### src/rtl/wide_add_sub_seq_pkg.sv
// Shared types and constants for the wide add/subtract sequencer.
package wide_add_sub_pkg;

  typedef enum logic [1:0] {
    IDLE = 2'd0,
    RUN  = 2'd1,
    DONE = 2'd2
  } state_t;

  localparam logic OP_ADD = 1'b0;
  localparam logic OP_SUB = 1'b1;

  // Slice counter needs at least one bit even when a single slice is used.
  function automatic int unsigned cnt_width(input int unsigned words);
    return (words > 1) ? $clog2(words) : 1;
  endfunction

endpackage

### src/rtl/wide_add_sub_seq_if.sv
// Request/result handshake bundle for wide_add_sub_seq.
interface wide_add_sub_seq_if #(
  parameter int unsigned N     = 4,
  parameter int unsigned WORDS = 4
);
  localparam int unsigned W = N * WORDS;

  logic         in_valid;
  logic         in_ready;
  logic [W-1:0] in_a;
  logic [W-1:0] in_b;
  logic         in_sub;
  logic         res_valid;
  logic         res_ready;
  logic [W-1:0] res;
  logic         res_cout;
  logic         res_ovf;
  logic         busy;

  modport master (
    output in_valid, in_a, in_b, in_sub, res_ready,
    input  in_ready, res_valid, res, res_cout, res_ovf, busy
  );

  modport slave (
    input  in_valid, in_a, in_b, in_sub, res_ready,
    output in_ready, res_valid, res, res_cout, res_ovf, busy
  );
endinterface

### src/rtl/wide_add_sub_seq_add_slice.sv
// N-bit ripple-carry adder slice; operands are used exactly as presented.
module add_slice #(
  parameter int unsigned N = 4
) (
  input  logic [N-1:0] a,
  input  logic [N-1:0] b,
  input  logic         cin,
  output logic [N-1:0] sum,
  output logic         cout
);

  logic c;

  always_comb begin
    sum = '0;
    c   = cin;
    for (int unsigned i = 0; i < N; i++) begin
      sum[i] = a[i] ^ b[i] ^ c;
      c      = (a[i] & b[i]) | (c & (a[i] ^ b[i]));
    end
    cout = c;
  end

endmodule

### src/rtl/wide_add_sub_seq.sv
// Wide add/subtract sequenced through one N-bit adder slice, LSB slice first,
// with the inter-slice carry held in a register.
module wide_add_sub_seq
  import wide_add_sub_pkg::*;
#(
  parameter int unsigned N     = 4,
  parameter int unsigned WORDS = 4
) (
  input  logic             clk,
  input  logic             rst_n,
  wide_add_sub_seq_if.slave bus
);

  localparam int unsigned W  = N * WORDS;
  localparam int unsigned CW = cnt_width(WORDS);

  state_t state, state_nx;

  logic [W-1:0]  a_q, b_q, res_q;
  logic          sub_q, carry_q, cout_q, ovf_q;
  logic [CW-1:0] cnt_q;

  logic [N-1:0] a_sl, b_sl, sum_sl;
  logic         slice_cout;
  logic         last;
  logic         accept;
  logic         in_ready, res_valid, busy;

  // Subtraction is A + ~B + 1: the +1 comes from seeding carry with in_sub.
  assign a_sl   = a_q[N*int'(cnt_q) +: N];
  assign b_sl   = b_q[N*int'(cnt_q) +: N] ^ {N{sub_q}};
  assign last   = (cnt_q == CW'(WORDS - 1));
  assign accept = bus.in_valid && in_ready;

  add_slice #(.N(N)) u_slice (
    .a    (a_sl),
    .b    (b_sl),
    .cin  (carry_q),
    .sum  (sum_sl),
    .cout (slice_cout)
  );

  always_ff @(posedge clk or negedge rst_n) begin
    if (!rst_n) state <= IDLE;
    else        state <= state_nx;
  end

  always_comb begin
    state_nx = state;
    unique case (state)
      IDLE:    if (bus.in_valid) state_nx = RUN;
      RUN:     if (last)         state_nx = DONE;
      DONE:    if (bus.res_ready) state_nx = IDLE;
      default: state_nx = IDLE;
    endcase
  end

  always_comb begin
    in_ready  = (state == IDLE);
    res_valid = (state == DONE);
    busy      = (state == RUN) || (state == DONE);
  end

  always_ff @(posedge clk or negedge rst_n) begin
    if (!rst_n) begin
      a_q     <= '0;
      b_q     <= '0;
      sub_q   <= OP_ADD;
      carry_q <= 1'b0;
      cnt_q   <= '0;
      res_q   <= '0;
      cout_q  <= 1'b0;
      ovf_q   <= 1'b0;
    end else if (accept) begin
      a_q     <= bus.in_a;
      b_q     <= bus.in_b;
      sub_q   <= bus.in_sub;
      carry_q <= bus.in_sub;
      cnt_q   <= '0;
    end else if (state == RUN) begin
      res_q[N*int'(cnt_q) +: N] <= sum_sl;
      carry_q <= slice_cout;
      cnt_q   <= cnt_q + 1'b1;
      if (last) begin
        cout_q <= slice_cout;
        ovf_q  <= (a_sl[N-1] == b_sl[N-1]) && (sum_sl[N-1] != a_sl[N-1]);
      end
    end
  end

  assign bus.in_ready  = in_ready;
  assign bus.res_valid = res_valid;
  assign bus.busy      = busy;
  assign bus.res       = res_q;
  assign bus.res_cout  = cout_q;
  assign bus.res_ovf   = ovf_q;

endmodule

### src/flat_wrapper.sv
// flat-port wrapper written by rule: the top's interface ports become plain ports
module wide_add_sub_seq_flat import wide_add_sub_pkg::*;
#(
  parameter int unsigned N     = 4,
  parameter int unsigned WORDS = 4
)
  (clk, rst_n, bus_in_valid, bus_in_a, bus_in_b, bus_in_sub, bus_res_ready, bus_in_ready, bus_res_valid, bus_res, bus_res_cout, bus_res_ovf, bus_busy);
  wide_add_sub_seq_if #(.N(N), .WORDS(WORDS)) bus_i ();
  input  logic clk;
  input  logic rst_n;
  input wire logic [$bits(bus_i.in_valid)-1:0] bus_in_valid;
  input wire logic [$bits(bus_i.in_a)-1:0] bus_in_a;
  input wire logic [$bits(bus_i.in_b)-1:0] bus_in_b;
  input wire logic [$bits(bus_i.in_sub)-1:0] bus_in_sub;
  input wire logic [$bits(bus_i.res_ready)-1:0] bus_res_ready;
  output wire logic [$bits(bus_i.in_ready)-1:0] bus_in_ready;
  output wire logic [$bits(bus_i.res_valid)-1:0] bus_res_valid;
  output wire logic [$bits(bus_i.res)-1:0] bus_res;
  output wire logic [$bits(bus_i.res_cout)-1:0] bus_res_cout;
  output wire logic [$bits(bus_i.res_ovf)-1:0] bus_res_ovf;
  output wire logic [$bits(bus_i.busy)-1:0] bus_busy;
  assign bus_i.in_valid = bus_in_valid;
  assign bus_i.in_a = bus_in_a;
  assign bus_i.in_b = bus_in_b;
  assign bus_i.in_sub = bus_in_sub;
  assign bus_i.res_ready = bus_res_ready;
  assign bus_in_ready = bus_i.in_ready;
  assign bus_res_valid = bus_i.res_valid;
  assign bus_res = bus_i.res;
  assign bus_res_cout = bus_i.res_cout;
  assign bus_res_ovf = bus_i.res_ovf;
  assign bus_busy = bus_i.busy;
  wide_add_sub_seq #(.N(N), .WORDS(WORDS)) u_core (.clk(clk), .rst_n(rst_n), .bus(bus_i));
endmodule
### config.mk
export PLATFORM = sky130hd
export DESIGN_NAME = wide_add_sub_seq_flat
export DESIGN_NICKNAME = d
export VERILOG_FILES = /design/src/rtl/wide_add_sub_seq_pkg.sv /design/src/rtl/wide_add_sub_seq_if.sv /design/src/rtl/wide_add_sub_seq_add_slice.sv /design/src/rtl/wide_add_sub_seq.sv /design/src/flat_wrapper.sv
export SDC_FILE = /design/constraint.sdc
export NUM_CORES = 1
export LEC_CHECK = 0
export BUFFER_PORTS_ARGS = -buffer_cell sky130_fd_sc_hd__buf_2
export CORE_MARGIN = 1
export CORE_UTILIZATION = 54
export DETAILED_ROUTE_END_ITERATION = 16
export GPL_ROUTABILITY_DRIVEN = 0
export PLACE_DENSITY_LB_ADDON = 0.2
export SETUP_SLACK_MARGIN = 0.2
export SYNTH_ARGS = -nofsm -noshare
export SYNTH_HDL_FRONTEND = slang
export SYNTH_SLANG_ARGS = --single-unit
### constraint.sdc
create_clock -name clk -period 3.85 [get_ports clk]
set_input_delay 0.77 -clock clk [delete_from_list [all_inputs] [get_ports clk]]
set_output_delay 0.77 -clock clk [all_outputs]
set_load 0.03 [all_outputs]
==> qor.yml <==
synth:
  syn_area_um2: 2640
  yosysWarnings: 0
  yosysSeqAreaShare_pct: 53.2
  synth.largest_area_cell: "dfrtp_1"
  avgSynthCellArea_um2: 13.1
  yosys.cell_types.count: 25
  netlist_instances: 201
  ys_ff_latch: 56
  yosysTopAreaCellShare_pct: 53.2
  synthTopCellsByArea: "dfrtp_1 53%, mux2_2 15%, mux4_2 6.0%"
  syn_nets: 252
run:
  drv_cap: 0
route:
  vias: 1706
  wl_mm: 4.61
  wl_per_cell_um: 14.0
  ant_nets: 0
  drc: 0
  vias_per_cell: 5.17
  dr.pass1.iters: 4
  detailedRoute.firstIterationViolations: 57
worst_setup_path:
  cp.arrival_ns: 3.49
  timing.rr.start: "u_core.cnt_q[0]$_DFFE_PN0P_"
  reg2reg_depth: 8
  crit_type: "reg2reg"
  crit_required_ns: 4.08
  worstReg2RegEnd: "u_core.bus.res_ovf$_DFFE_PN0P_"
  endpoint: "u_core.bus.res_ovf$_DFFE_PN0P_"
  cp-start-kind: "flop"
  crit_start: "u_core.cnt_q[0]$_DFFE_PN0P_"
  crit_path_max_fanout: 5
  reg2reg_slack_ns: 0.59
  critical_path.endpoint_type: "flop"
pwr:
  clockPowerShare_pct: 10.9
  max-vdd-ir-drop_mv: 0.492
  intPower_mw: 1.76
  combinationalPowerShare_pct: 55.7
  pwr_density_cell_nw_per_um2: 982
  switching_share_pct: 42.1
  p_switching_mw: 1.28
  p_leak_nw: 1.46
  seq_power_share_pct: 33.3
  power_mw: 3.03
placed_design:
  place_area_um2: 3000
  place_ws_ns: 0.604
  dp_hpwl_mm: 3.33
  portBuffers: 57
die:
  core-area_um2: 4720
  fp-row-count: 25
  io_pins: 58
  design.die.area_um2: 5170
  start_util_pct: 55.8
  fp.dieW_um: 71.9
  fp.dieH_um: 71.9
timing:
  fin_worst_skew_ns: 0.00752
  drv_slew: 0
  tns_ns: 0
  worst_pin_slew_ns: 1.04
  setup_violations: 0
  finalHoldViolCount: 0
  fin_crit_sh_pct: 84.7
  whs_ns: 0.476
  relSlewSlack_pct: 30.6
  finalWorstSetupSlack_ns: 0.589
  rsz0062_at_grt: "no"
  period_needed_ns: 3.26
  fmax_mhz: 307
clock_tree:
  post-cts-setup-buffers: 0
  cts_root_buf: "clkbuf_8"
  cts.htree.levels: 2
  cts.sinks: 56
  cts_buffer_depth: 2
  numCtsBuffers: 5
  clkTransAtPathRegs_ns: 0.09
  insertion_delay_ns: 0.31
  postCtsResizedCells: 0
  cts_tree: "yes"
  postCtsHoldBufs: 0
global_route:
  grt_max_degree: 48
  antenna_found_initial: 0
  grt_pass1_vias: 1674
  grt_pass1_wl_mm: 7.81
  grt_usage_pct: 20.1
  gr-total-overflow: 0
cells_and_area:
  nets: 313
  fillers: 380
  final_area_um2: 3090
  layout-area-overhead-vs-synth_pct: 17.1
  final_layout_size_suffix_gt1_share_pct: 41.4
  n_antenna_cell: 0
min_path:
  hold_path.class: "reg2reg"
status:
  outcome: "finished clean"
==> routing by layer <==
layer | vias to the layer above | global-route usage (%) | part of all wire (%) | wire length (um)
li1 | 819 | - | - | -
met2 | 35 | 31.1 | 49 | 2250
met1 | 846 | 28.2 | 46 | 2120
met5 | - | 0 | 0 | 0
met4 | 0 | 7.19 | 1.6 | 72
met3 | 6 | 4.36 | 3.5 | 163
==> logic make-up after synthesis <==
logic type	Yosys count	synth area share, %
mux	43	21.9
simple gates	36	5.60
buf+inv	22	3.56
compound gates	24	6.03
fa+ha+maj	14	7.78
flops	56	53.2
xor+xnor	6	1.99
==> worst max-delay path, cell delays in order (launching register included) <==
cell and delay (ns):
dfrtp_1 0.37, mux4_2 0.51, xnor2_1 0.15, fa_1 0.38
fa_1 0.40, fa_1 0.41, fa_1 0.53, xor2_1 0.20
o31ai_2 0.21
==> registers in the layout, summed over array words and instances (netlist names) <==
signal               cells
u_core.a_q              16
u_core.bus.res          16
u_core.cnt_q             2
u_core.state             2
u_core.bus.res_cout      1
u_core.bus.res_ovf       1
u_core.sub_q             1
u_core.carry_q           1
u_core.b_q              16
==> cell type report <==
| type | count | area [um2] | area share (%) |
|---|---|---|---|
| Multi-Input combinational cell | 123 | 1140 | 37.0 |
| Tap cell | 67 | 83.8 | 2.71 |
| Timing Repair Buffer | 61 | 315 | 10.2 |
| Inverter | 15 | 56.3 | 1.82 |
| Sequential cell | 56 | 1400 | 45.4 |
| Clock buffer | 8 | 90.1 | 2.92 |
==> stage by stage <==
stage / instances / utilization, %
4_1_cts: 330 / 65.4
6_report: 330 / 65.4
3_5_place_dp: 322 / 63.5
5_1_grt: 330 / 65.4
3_3_place_gp: 322 / 63.5
2_1_floorplan: 201 / -
==> Yosys cell counts, drive strengths merged <==
master / count
dfrtp: 56
mux2: 34
nand2: 26
inv: 15
o21ai: 13
ha: 10
mux4: 8
buf: 7
o31ai: 7
xnor2: 5
fa: 4
nor2: 4
nand3: 2
nand4: 2
a221o: 1
a221oi: 1
a222oi: 1
and2: 1
mux2i: 1
nor2b: 1
o21a: 1
xor2: 1
==> how the worst min path moves through the flow <==
| stage | start | to | slack (ns) | cells past startpoint |
|---|---|---|---|---|
| finish | u_core.bus.res[2]$_DFFE_PN0P_ | u_core.bus.res[2]$_DFFE_PN0P_ | 0.48 | 2 |
| global route | u_core.bus.res[0]$_DFFE_PN0P_ | u_core.bus.res[0]$_DFFE_PN0P_ | 0.50 | 2 |
| CTS | u_core.bus.res[2]$_DFFE_PN0P_ | u_core.bus.res[2]$_DFFE_PN0P_ | 0.48 | 2 |
| detailed placement | u_core.bus.res[2]$_DFFE_PN0P_ | u_core.bus.res[2]$_DFFE_PN0P_ | 0.46 | 2 |
| global placement | u_core.bus.res[12]$_DFFE_PN0P_ | u_core.bus.res[12]$_DFFE_PN0P_ | 0.46 | 2 |
| floorplan | rst_n | u_core.a_q[0]$_DFFE_PN0P_ | 0.47 | 0 |
==> placed cells by master (no fill, tap or decap), types with 2 or more instances in the layout <==
cell type	n
nand3_1	2
ha_1	10
buf_4	4
nand4_1	2
buf_2	57
clkbuf_1	2
nand2_1	26
o31ai_1	6
inv_1	15
fa_1	4
o21ai_0	13
xnor2_1	5
clkbuf_8	6
nor2_1	4
dfrtp_1	56
mux2_2	34
mux4_2	7
==> power by group through the flow <==
stage	sequential, mW	combinational, mW	clock, mW
after global routing	1.04	1.86	0.360
final	1.01	1.69	0.331
after global placement	1.02	1.68	0
after CTS	1.01	1.72	0.342
after floorplan	1.13	1.15	0
after detailed placement	1.03	1.71	0
No activity file was read; power rests on OpenSTA's default activity.
